==> src/rtl/note_step_sequencer.sv <==
// Step sequencer for the square-wave tone path: 32-slot pattern, one step per tempo period.
// Step loads appear on the outputs one edge after the triggering condition; no backpressure.
module note_step_sequencer #(
  parameter int STEPS     = 32,
  parameter int HP_W      = 26,
  parameter int MIN_TICKS = 2
) (
  input  logic              clock,
  input  logic              RST_N,
  input  logic              play,
  input  logic              stop,
  input  logic              loop_en,
  input  logic [31:0]       step_ticks,
  input  logic              wr_en,
  input  logic [4:0]        wr_addr,
  input  logic [3:0]        wr_data,
  output logic [4:0]        step_idx,
  output logic [STEPS-1:0]  step_onehot,
  output logic [3:0]        tone_code,
  output logic [HP_W-1:0]   half_period,
  output logic              mute,
  output logic              note_start,
  output logic              pattern_done,
  output logic              playing
);

  typedef enum logic [1:0] {
    S_IDLE   = 2'd0,
    S_PLAY   = 2'd1,
    S_PAUSED = 2'd2
  } state_e;

  localparam logic [4:0]       LAST_IDX   = 5'(STEPS - 1);
  localparam logic [STEPS-1:0] ONEHOT_TOP = {1'b1, {(STEPS-1){1'b0}}};

  state_e           state_q, state_d;
  logic [4:0]       step_q, step_d;
  logic [STEPS-1:0] onehot_q, onehot_d;
  logic [3:0]       tone_q, tone_d;
  logic [HP_W-1:0]  hp_q, hp_d;
  logic             mute_q, mute_d;
  logic             note_start_q, note_start_d;
  logic             done_q, done_d;
  logic [31:0]      cnt_q, cnt_d;
  logic [31:0]      ticks_q, ticks_d;
  logic [3:0]       pat_q [STEPS];

  logic             load_en;
  logic [4:0]       load_idx;
  logic [3:0]       load_code;
  logic             idle_en;
  logic [31:0]      eff_ticks;

  // Codes 8..15 are rests: no toggling threshold.
  function automatic logic [HP_W-1:0] hp_lookup(input logic [3:0] code);
    case (code)
      4'd0:    hp_lookup = HP_W'(305810);
      4'd1:    hp_lookup = HP_W'(272479);
      4'd2:    hp_lookup = HP_W'(242718);
      4'd3:    hp_lookup = HP_W'(229042);
      4'd4:    hp_lookup = HP_W'(204081);
      4'd5:    hp_lookup = HP_W'(181818);
      4'd6:    hp_lookup = HP_W'(161969);
      4'd7:    hp_lookup = HP_W'(152905);
      default: hp_lookup = '0;
    endcase
  endfunction

  assign eff_ticks = (step_ticks < 32'(MIN_TICKS)) ? 32'(MIN_TICKS) : step_ticks;
  assign load_code = pat_q[load_idx];

  always_comb begin
    state_d      = state_q;
    step_d       = step_q;
    onehot_d     = onehot_q;
    tone_d       = tone_q;
    hp_d         = hp_q;
    mute_d       = mute_q;
    cnt_d        = cnt_q;
    ticks_d      = ticks_q;
    note_start_d = 1'b0;
    done_d       = 1'b0;
    load_en      = 1'b0;
    load_idx     = 5'd0;
    idle_en      = 1'b0;

    if (stop) begin
      idle_en = 1'b1;
    end else begin
      case (state_q)
        S_IDLE: begin
          if (play) begin
            load_en = 1'b1;
            state_d = S_PLAY;
          end
        end
        S_PLAY: begin
          if (play) begin
            state_d = S_PAUSED;
            mute_d  = 1'b1;
          end else if (cnt_q == ticks_q - 32'd1) begin
            if (step_q != LAST_IDX) begin
              load_en  = 1'b1;
              load_idx = step_q + 5'd1;
            end else if (loop_en) begin
              load_en = 1'b1;
            end else begin
              idle_en = 1'b1;
              done_d  = 1'b1;
            end
          end else begin
            cnt_d = cnt_q + 32'd1;
          end
        end
        S_PAUSED: begin
          if (play) begin
            state_d = S_PLAY;
            mute_d  = tone_q[3];
          end
        end
        default: idle_en = 1'b1;
      endcase
    end

    // Load reads the pattern before any same-cycle write lands.
    if (load_en) begin
      step_d       = load_idx;
      onehot_d     = ONEHOT_TOP >> load_idx;
      tone_d       = load_code;
      hp_d         = hp_lookup(load_code);
      mute_d       = load_code[3];
      note_start_d = 1'b1;
      cnt_d        = '0;
      ticks_d      = eff_ticks;
    end

    if (idle_en) begin
      state_d  = S_IDLE;
      step_d   = 5'd0;
      onehot_d = ONEHOT_TOP;
      tone_d   = 4'hF;
      hp_d     = '0;
      mute_d   = 1'b1;
      cnt_d    = '0;
    end
  end

  always_ff @(posedge clock) begin
    if (!RST_N) begin
      state_q      <= S_IDLE;
      step_q       <= 5'd0;
      onehot_q     <= ONEHOT_TOP;
      tone_q       <= 4'hF;
      hp_q         <= '0;
      mute_q       <= 1'b1;
      note_start_q <= 1'b0;
      done_q       <= 1'b0;
      cnt_q        <= '0;
      ticks_q      <= 32'(MIN_TICKS);
    end else begin
      state_q      <= state_d;
      step_q       <= step_d;
      onehot_q     <= onehot_d;
      tone_q       <= tone_d;
      hp_q         <= hp_d;
      mute_q       <= mute_d;
      note_start_q <= note_start_d;
      done_q       <= done_d;
      cnt_q        <= cnt_d;
      ticks_q      <= ticks_d;
    end
  end

  always_ff @(posedge clock) begin
    if (!RST_N) begin
      for (int i = 0; i < STEPS; i++) pat_q[i] <= 4'hF;
    end else if (wr_en) begin
      pat_q[wr_addr] <= wr_data;
    end
  end

  assign step_idx     = step_q;
  assign step_onehot  = onehot_q;
  assign tone_code    = tone_q;
  assign half_period  = hp_q;
  assign mute         = mute_q;
  assign note_start   = note_start_q;
  assign pattern_done = done_q;
  assign playing      = (state_q == S_PLAY);

endmodule

==> config.mk <==
export PLATFORM = sky130hd
export DESIGN_NAME = note_step_sequencer
export DESIGN_NICKNAME = d
export VERILOG_FILES = /design/src/rtl/note_step_sequencer.sv
export SDC_FILE = /design/constraint.sdc
export NUM_CORES = 1
export LEC_CHECK = 0
export CAP_MARGIN = 0
export CORE_ASPECT_RATIO = 1.5
export CORE_MARGIN = 2
export CORE_UTILIZATION = 60
export CTS_BUF_LIST = sky130_fd_sc_hd__clkbuf_8
export DETAILED_ROUTE_END_ITERATION = 8
export PLACE_DENSITY = 0.83
export SYNTH_ARGS = -nofsm -noshare
export SYNTH_HDL_FRONTEND = slang
export SYNTH_SLANG_ARGS = --single-unit
==> constraint.sdc <==
create_clock -name clock -period 10 [get_ports clock]
set_input_delay 1.5 -clock clock [delete_from_list [all_inputs] [get_ports clock]]
set_output_delay 1.5 -clock clock [all_outputs]
set_load 0.1 [all_outputs]
==> key figures, run 1 <==
Floorplanning
  • Die Ht: roughly 190 um
  • Num rows: 66
  • I/O pin cnt: between 100 and 150
  • Starting Density: roughly 60%
  • Die area: 23400 um2
  • Die width: roughly 130 um
  • Core area: 21700 um2

Finish
  • Diodes inserted: 0
  • Final core occ: between 70% and 80%
  • Fin nets: between 1000 and 1500
  • P&R area growth vs syn: 14.7%
  • Commonest non-fill, non-tap cell in the layout: dfxtp_1
  • Share of cells above drive strength 1: 11.9%
  • Commonest cells after routing, fill and taps aside: dfxtp_1, edfxtp_1, nand2_1

Detailed routing
  • DR WL/cell: 22.1 um
  • DRC: 0
  • Detailed Route Iter0 Violations: around 1000
  • Antenna Nets Post-Route: 0
  • Final WL: 37900 um
  • First-pass DRT Iterations: 9
  • Vias per inst: approximately 6.5
  • Vias: between 10000 and 15000

GRT
  • Vias in the first global route: 10800
  • First-pass GRT wire length: approximately 58000 um
  • Overall routing resource usage: between 30% and 40%
  • Largest net degree at the start of global routing: 40
  • Gr ovfl total: 0
  • Initial antenna violation count: 0

Setup path
  • WP data required: about 10000 ps
  • Crit start category: primary input
  • Crit path capture type: flip-flop
  • Path depth of the worst reg2reg path: 15
  • Crit path max fanout: 32
  • R2R Path Start: step_idx[0]
  • RR Endpoint: half_period[2]
  • Reg-to-reg slack, setup: between 5000 and 6000 ps
  • WP data arrival: between 5000 and 6000 ps
  • Crit Path Class: in -> reg

STA
  • Fin crit share: 53.4%
  • Fmax: around 190 MHz
  • Tmin final: between 5000 and 6000 ps
  • Setup violators final: 0
  • Setup WS post-layout: ~4700 ps
  • Clock Skew: around 13 ps
  • Relative slew margins: between 10% and 20%
  • Slew @ Worst Pin: approximately 1200 ps
  • Final Hold Viols: 0
  • Post-route setup TNS: 0 ps
  • RSZ-0062 raised after global routing: false
  • Max Slew Vio Count: 0

Synth
  • Mux cell area share after synthesis: about 2.2%
  • Syn avg cell area: approximately 10 um2
  • Post-Syn Area: between 10000 and 15000 um2
  • Dominant synthesized flop cell: dfxtp_1
  • Synth async-reset ratio: 0%
  • Cells after synthesis: 1347
  • Seq/Total Area, Yosys: approximately half
  • Netlist cell types: 83
  • Synth Area in Compound Gates: between 10% and 20%
  • Post-Synth Simple-Gate Area: about a quarter
  • Number of enable flip-flop cells after synthesis: between 100 and 150
  • Yosys warns: 0
  • Post-Synth XOR/XNOR Area: approximately 3.8%
  • Main combinational cell family by area after synthesis: simple AND/OR/NAND/NOR gates
  • Post-synthesis adder-cell area fraction: around 1.1%
  • FF+latch count, synth: about 260

CTS
  • Worst-Skew Late Latency: 550 ps
  • CTS Sinks: around 260
  • Root buf cell: clkbuf_8
  • CTS buffer count: 40
  • CTS tree: done
  • Post-CTS Repair Setup Buffers: 0
  • CTS clk-pin slew, worst paths: roughly 60 ps
  • Maximum buffer depth of the clock tree: 3
  • Post-CTS Hold Buffers: 0
  • Htree depth: 2
  • Resized cells post-CTS: 0

Min path
  • Worst hold stages: 1
  • Worst Hold End: half_period[14]
  • Hold Startpoint: half_period[14]
  • Worst hold path class: reg -> reg

Placement
  • Worst slack, placed: ~4400 ps
  • GP Congestion: 0.966
  • Post-DP HPWL: around 27000 um
  • IO buf count: 110

Run
  • Maxcap violations: 0

Pwr
  • Peak VDD IR: between 0.1 and 0.15 mV
  • Pwr dens: 151 nW/um2
  • Leak: approximately 5.2 nW

Run status
  • Outcome: finished, final reports clean
==> logic make-up (layout without fill, tap and decap cells) <==
family	after synthesis	in the layout
compound gates	291	291
xor+xnor	57	57
fa+ha+maj	12	12
buf+inv	132	223
flops	257	257
mux	26	26
other cells	1	7
simple gates	571	571
==> worst max-delay path by stage <==
| stage | from | endpoint | depth (start not counted) |
|---|---|---|---|
| 2_1_floorplan | play | half_period[15] | 14 |
| 3_3_place_gp | play | half_period[2] | 15 |
| 3_5_place_dp | play | half_period[2] | 15 |
| 4_1_cts | play | half_period[2] | 15 |
| 5_1_grt | play | half_period[2] | 15 |
| 6_report | play | half_period[2] | 15 |
==> report_power, final <==
part	switching [mW]	internal [mW]	total [mW]
Clock	0.412	0.470	0.881
Sequential	0.0312	1.14	1.17
Combinational	0.157	0.0821	0.239
Total	0.600	1.69	2.29
==> cell type report <==
| class | instances | area [um2] |
|---|---|---|
| fillers | 1651 | 6480 |
| flip-flops and latches | 257 | 6430 |
| inverters | 26 | 97.6 |
| multi-input cells | 964 | 6350 |
| repair buffers | 128 | 1240 |
| well taps | 272 | 340 |
| clock buffers | 49 | 674 |
| clock inverters | 20 | 119 |
==> worst max-delay path, cell delays in order <==
cell and delay [ps]:
clkdlybuf4s50_1 540, nor4b_4 290, buf_4 370, nand3_1 610, a2111oi_0 800, o21ai_0 220, nand2_1 120, a31o_2 100
o211a_1 180, nand2_1 180, inv_1 190, ha_1 280, inv_1 110, nor2_1 60, a22o_1 200
==> metrics by stage <==
stage / area [um2] / power [mW] / instances / hold slack, ps
2_1_floorplan: 13300 / 1.35 / 1353 / 444
3_3_place_gp: 14400 / 1.43 / 1647 / 444
3_5_place_dp: 14400 / 1.43 / 1647 / 450
4_1_cts: 15200 / 2.30 / 1716 / 467
5_1_grt: 15200 / 2.36 / 1716 / 476
6_report: 15200 / 2.29 / 1716 / 465
==> layer usage <==
metal  track usage [%]  vias to the layer above  wire length (um)
met3              4.46                      167              2490
met4              19.6                        0              2510
met2              57.9                      559             19700
met1              34.2                     5352             13200
met5                 0                        -                 0
li1                  -                     5161                 -
==> synth_stat cells, types with 8 or more instances <==
cell type,number,area (um2)
dfxtp_1,129,2580
edfxtp_1,128,3840
nand2_1,112,420
clkbuf_1,80,300
or3_1,78,488
nor2_1,74,278
or2_2,53,332
a22o_1,49,429
o21ai_0,47,235
a21oi_1,43,215
nand3_1,40,200
xnor2_1,34,298
nand4_1,32,200
nor3_1,30,150
nand2b_1,29,181
inv_1,26,97.6
nor4_1,25,156
xor2_1,23,201
and3_1,21,131
mux2i_1,18,180
o211ai_1,15,113
a211oi_1,14,105
buf_2,13,65.1
o31ai_1,13,97.6
ha_1,12,150
o2bb2ai_1,12,105
a31oi_1,11,68.8
nor2b_1,11,68.8
nand3b_1,10,75.1
o21a_1,9,67.6
and2_1,8,50.1
buf_4,8,60.1
o22ai_1,8,50.1
==> flip-flops by register name, indices dropped and copies added (netlist names) <==
name          cells
cnt_q            32
half_period      19
mute              1
note_start        1
pat_q           128
pattern_done      1
state_q           2
step_idx          5
step_onehot      32
ticks_q          32
tone_code         4
No activity file was read; power rests on OpenSTA's default activity.
==> inputs of run 2 (changes only) <==
--- a/config.mk
+++ b/config.mk
@@ -8,10 +8,10 @@
 export CAP_MARGIN = 0
 export CORE_ASPECT_RATIO = 1.5
 export CORE_MARGIN = 2
-export CORE_UTILIZATION = 60
+export CORE_UTILIZATION = 54
 export CTS_BUF_LIST = sky130_fd_sc_hd__clkbuf_8
 export DETAILED_ROUTE_END_ITERATION = 8
-export PLACE_DENSITY = 0.83
+export PLACE_DENSITY = 0.78
 export SYNTH_ARGS = -nofsm -noshare
 export SYNTH_HDL_FRONTEND = slang
 export SYNTH_SLANG_ARGS = --single-unit
==> constraint.sdc (replaced) <==
create_clock -name clock -period 4.35 [get_ports clock]
set_input_delay 0.6525 -clock clock [delete_from_list [all_inputs] [get_ports clock]]
set_output_delay 0.6525 -clock clock [all_outputs]
set_load 0.1 [all_outputs]
==> key figures, run 2 (same netlist as run 1, synthesis figures left out) <==
GRT
  • Largest net degree at the start of global routing: 44 (was 40)
  • Initial antenna violation count: 0 (unchanged)
  • Overall routing resource usage: 30.8% (was 31.5%)
  • First-pass GRT wire length: 62400 um (was 58100 um)
  • Gr ovfl total: 0 (unchanged)
  • Vias in the first global route: 11600 (was 10800)

Detailed routing
  • DRC: 0 (unchanged)
  • DR WL/cell: 21.9 um (was 22.1 um)
  • First-pass DRT Iterations: 8 (was 9)
  • Vias: 11600 (was 11200)
  • Vias per inst: 6.31 (was 6.55)
  • Final WL: 40100 um (was 37900 um)
  • Antenna Nets Post-Route: 0 (unchanged)
  • Detailed Route Iter0 Violations: 1060 (was 1039)

Floorplanning
  • Num rows: 70 (was 66)
  • I/O pin cnt: 118 (unchanged)
  • Die width: 132 um (was 125 um)
  • Die area: 25900 um2 (was 23400 um2)
  • Starting Density: 54.7% (was 61.2%)
  • Die Ht: 196 um (was 186 um)
  • Core area: 24300 um2 (was 21700 um2)

CTS
  • CTS clk-pin slew, worst paths: 60 ps (about the same)
  • Htree depth: 2 (unchanged)
  • CTS tree: done (unchanged)
  • Root buf cell: clkbuf_8 (unchanged)
  • Worst-Skew Late Latency: 570 ps (was 550 ps)
  • CTS buffer count: 40 (unchanged)
  • CTS Sinks: 257 (unchanged)
  • Maximum buffer depth of the clock tree: 3 (unchanged)

Setup path
  • Most common cell type on the critical path: inv_1
  • Crit path max fanout: 6 (was 32)
  • WP data required: 4810 ps (was 10430 ps)
  • Crit path capture type: flip-flop (unchanged)
  • Max incr delay on CP: 500 ps (was 800 ps)
  • Critical Path, Cell by Cell: inv_1 -> ha_1 -> nor3b_2 -> nand3_1 -> nor4_1 -> o211ai_1 -> or4_4 -> or3_1 -> a311o_1 -> nand2_1 -> inv_1 -> ha_1 -> inv_1 -> nor2_1 -> a22o_1 (was clkdlybuf4s50_1 -> nor4b_4 -> buf_4 -> nand3_1 -> a2111oi_0 -> o21ai_0 -> nand2_1 -> a31o_2 -> o211a_1 -> nand2_1 -> inv_1 -> ha_1 -> inv_1 -> nor2_1 -> a22o_1)
  • Crit-path slowest cell: or4_4 (was a2111oi_0)
  • Crit start category: flip-flop (was primary input)
  • Crit Path Class: reg -> reg (was in -> reg)
  • WP data arrival: 4590 ps (was 5770 ps)

Finish
  • Diodes inserted: 0 (unchanged)
  • Commonest non-fill, non-tap cell in the layout: edfxtp_1 (was dfxtp_1)
  • Commonest cells after routing, fill and taps aside: edfxtp_1, dfxtp_1, nand2_1 (was dfxtp_1, edfxtp_1, nand2_1)
  • Share of cells above drive strength 1: 15.4% (was 11.9%)
  • Fin nets: 1537 (was 1476)
  • Top reg by flops: pat_q (unchanged)
  • P&R area growth vs syn: 18.6% (was 14.7%)
  • Non-Filler Instances: 1833 (was 1716)
  • Final core occ: 64.9% (was 70.2%)
  • # fillers: 1992 (was 1651)
  • Largest register FFs: 128 (unchanged)

STA
  • RSZ-0062 raised after global routing: false (unchanged)
  • Setup WS post-layout: 225 ps (was 4660 ps)
  • Tmin final: ~4100 ps
  • Fmax: approximately 240 MHz
  • Fin crit share: 94.8%
  • Setup violators final: 0 (unchanged)
  • Slew @ Worst Pin: 1050 ps (was 1210 ps)
  • Post-route setup TNS: 0 ps (unchanged)
  • Relative slew margins: 30.1% (was 18.9%)
  • Clock Skew: 21.6 ps (was 12.5 ps)
  • Max Slew Vio Count: 0 (unchanged)
  • Final Hold Viols: 0 (unchanged)

Pwr
  • Power, Total: 5.20 mW (was 2.29 mW)
  • Leak: 5.52 nW (was 5.21 nW)
  • Pwr dens: 330 nW/um2 (was 151 nW/um2)
  • Peak VDD IR: 0.223 mV (was 0.119 mV)

Min path
  • Worst hold path class: reg -> reg (unchanged)

Placement
  • IO buf count: 110 (unchanged)
  • Placed Cells: 1760 (was 1647)
  • Post-DP HPWL: 29800 um (was 27400 um)
  • GP Congestion: 1.02 (was 0.966)
  • Worst slack, placed: 68.7 ps (was 4390 ps)

Run status
  • Outcome: finished, final reports clean (unchanged)

Run
  • Maxcap violations: 0 (unchanged)
[run 2: per-layer routing]
layer / global-route usage (%) / vias to the layer above / wire length, um / share of wire, %
met5: 0 / - / 0 / 0
met4: 21.7 / 0 / 3020 / 7.5
met3: 4.68 / 202 / 2300 / 5.7
met2: 57.0 / 535 / 21100 / 52
met1: 31.5 / 5543 / 13800 / 34
li1: - / 5287 / - / -
[run 2: layout make-up]
type	instances	area (um2)	area share [%]
Sequential cell	257	6430	40.8
Multi-Input combinational cell	964	6350	40.4
Timing Repair Buffer	189	1710	10.8
Clock buffer	46	633	4.02
Tap cell	324	405	2.57
Clock inverter	27	121	0.771
Inverter	26	97.6	0.620
[run 2: repair_timing]
| item | CTS | global route |
|---|---|---|
| hold buffers | 0 | 0 |
| endpoints found under the setup margin | 0 | 12 |
| setup buffers | 0 | 0 |
| gates resized for setup | 0 | 2 |
[run 2: per-stage QoR]
step / area (um2) / hold WS [ps]
after detailed placement: 15000 / 449
final: 15700 / 462
after CTS: 15700 / 458
after global routing: 15700 / 478
after floorplan: 13300 / 444
after global placement: 15000 / 441
[run 2: worst max-delay path: cells and delay by family (launching register included)]
family | cells | cell delay, ps
fa+ha+maj | 2 | 560
buf+inv | 3 | 310
flops | 1 | 410
compound gates | 3 | 670
simple gates | 7 | 2090
[run 2: worst paths after layout]
kind / endpoint / startpoint / cells past startpoint / slack (ps)
worst min-delay path: step_onehot[16] / step_onehot[16] / 2 / 460
worst max register to register: half_period[2] / ticks_q[0] / 15 / 220
worst max-delay path: half_period[2] / ticks_q[0] / 15 / 220
worst min register to register: step_onehot[16] / step_onehot[16] / 2 / 460
[run 2: power by group]
| group | switching (mW) | internal (mW) | total, mW |
|---|---|---|---|
| Clock | 0.944 | 0.973 | 1.92 |
| Sequential | 0.0674 | 2.63 | 2.69 |
| Combinational | 0.375 | 0.209 | 0.584 |
==> inputs of run 3 (changes only) <==
--- a/config.mk
+++ b/config.mk
@@ -10,6 +10,7 @@
 export CORE_MARGIN = 2
 export CORE_UTILIZATION = 54
 export CTS_BUF_LIST = sky130_fd_sc_hd__clkbuf_8
+export CTS_CLUSTER_SIZE = 25
 export DETAILED_ROUTE_END_ITERATION = 8
 export PLACE_DENSITY = 0.78
 export SYNTH_ARGS = -nofsm -noshare
==> results of run 3 <==
Final layout, timing and power as in run 2 (identical DEF).
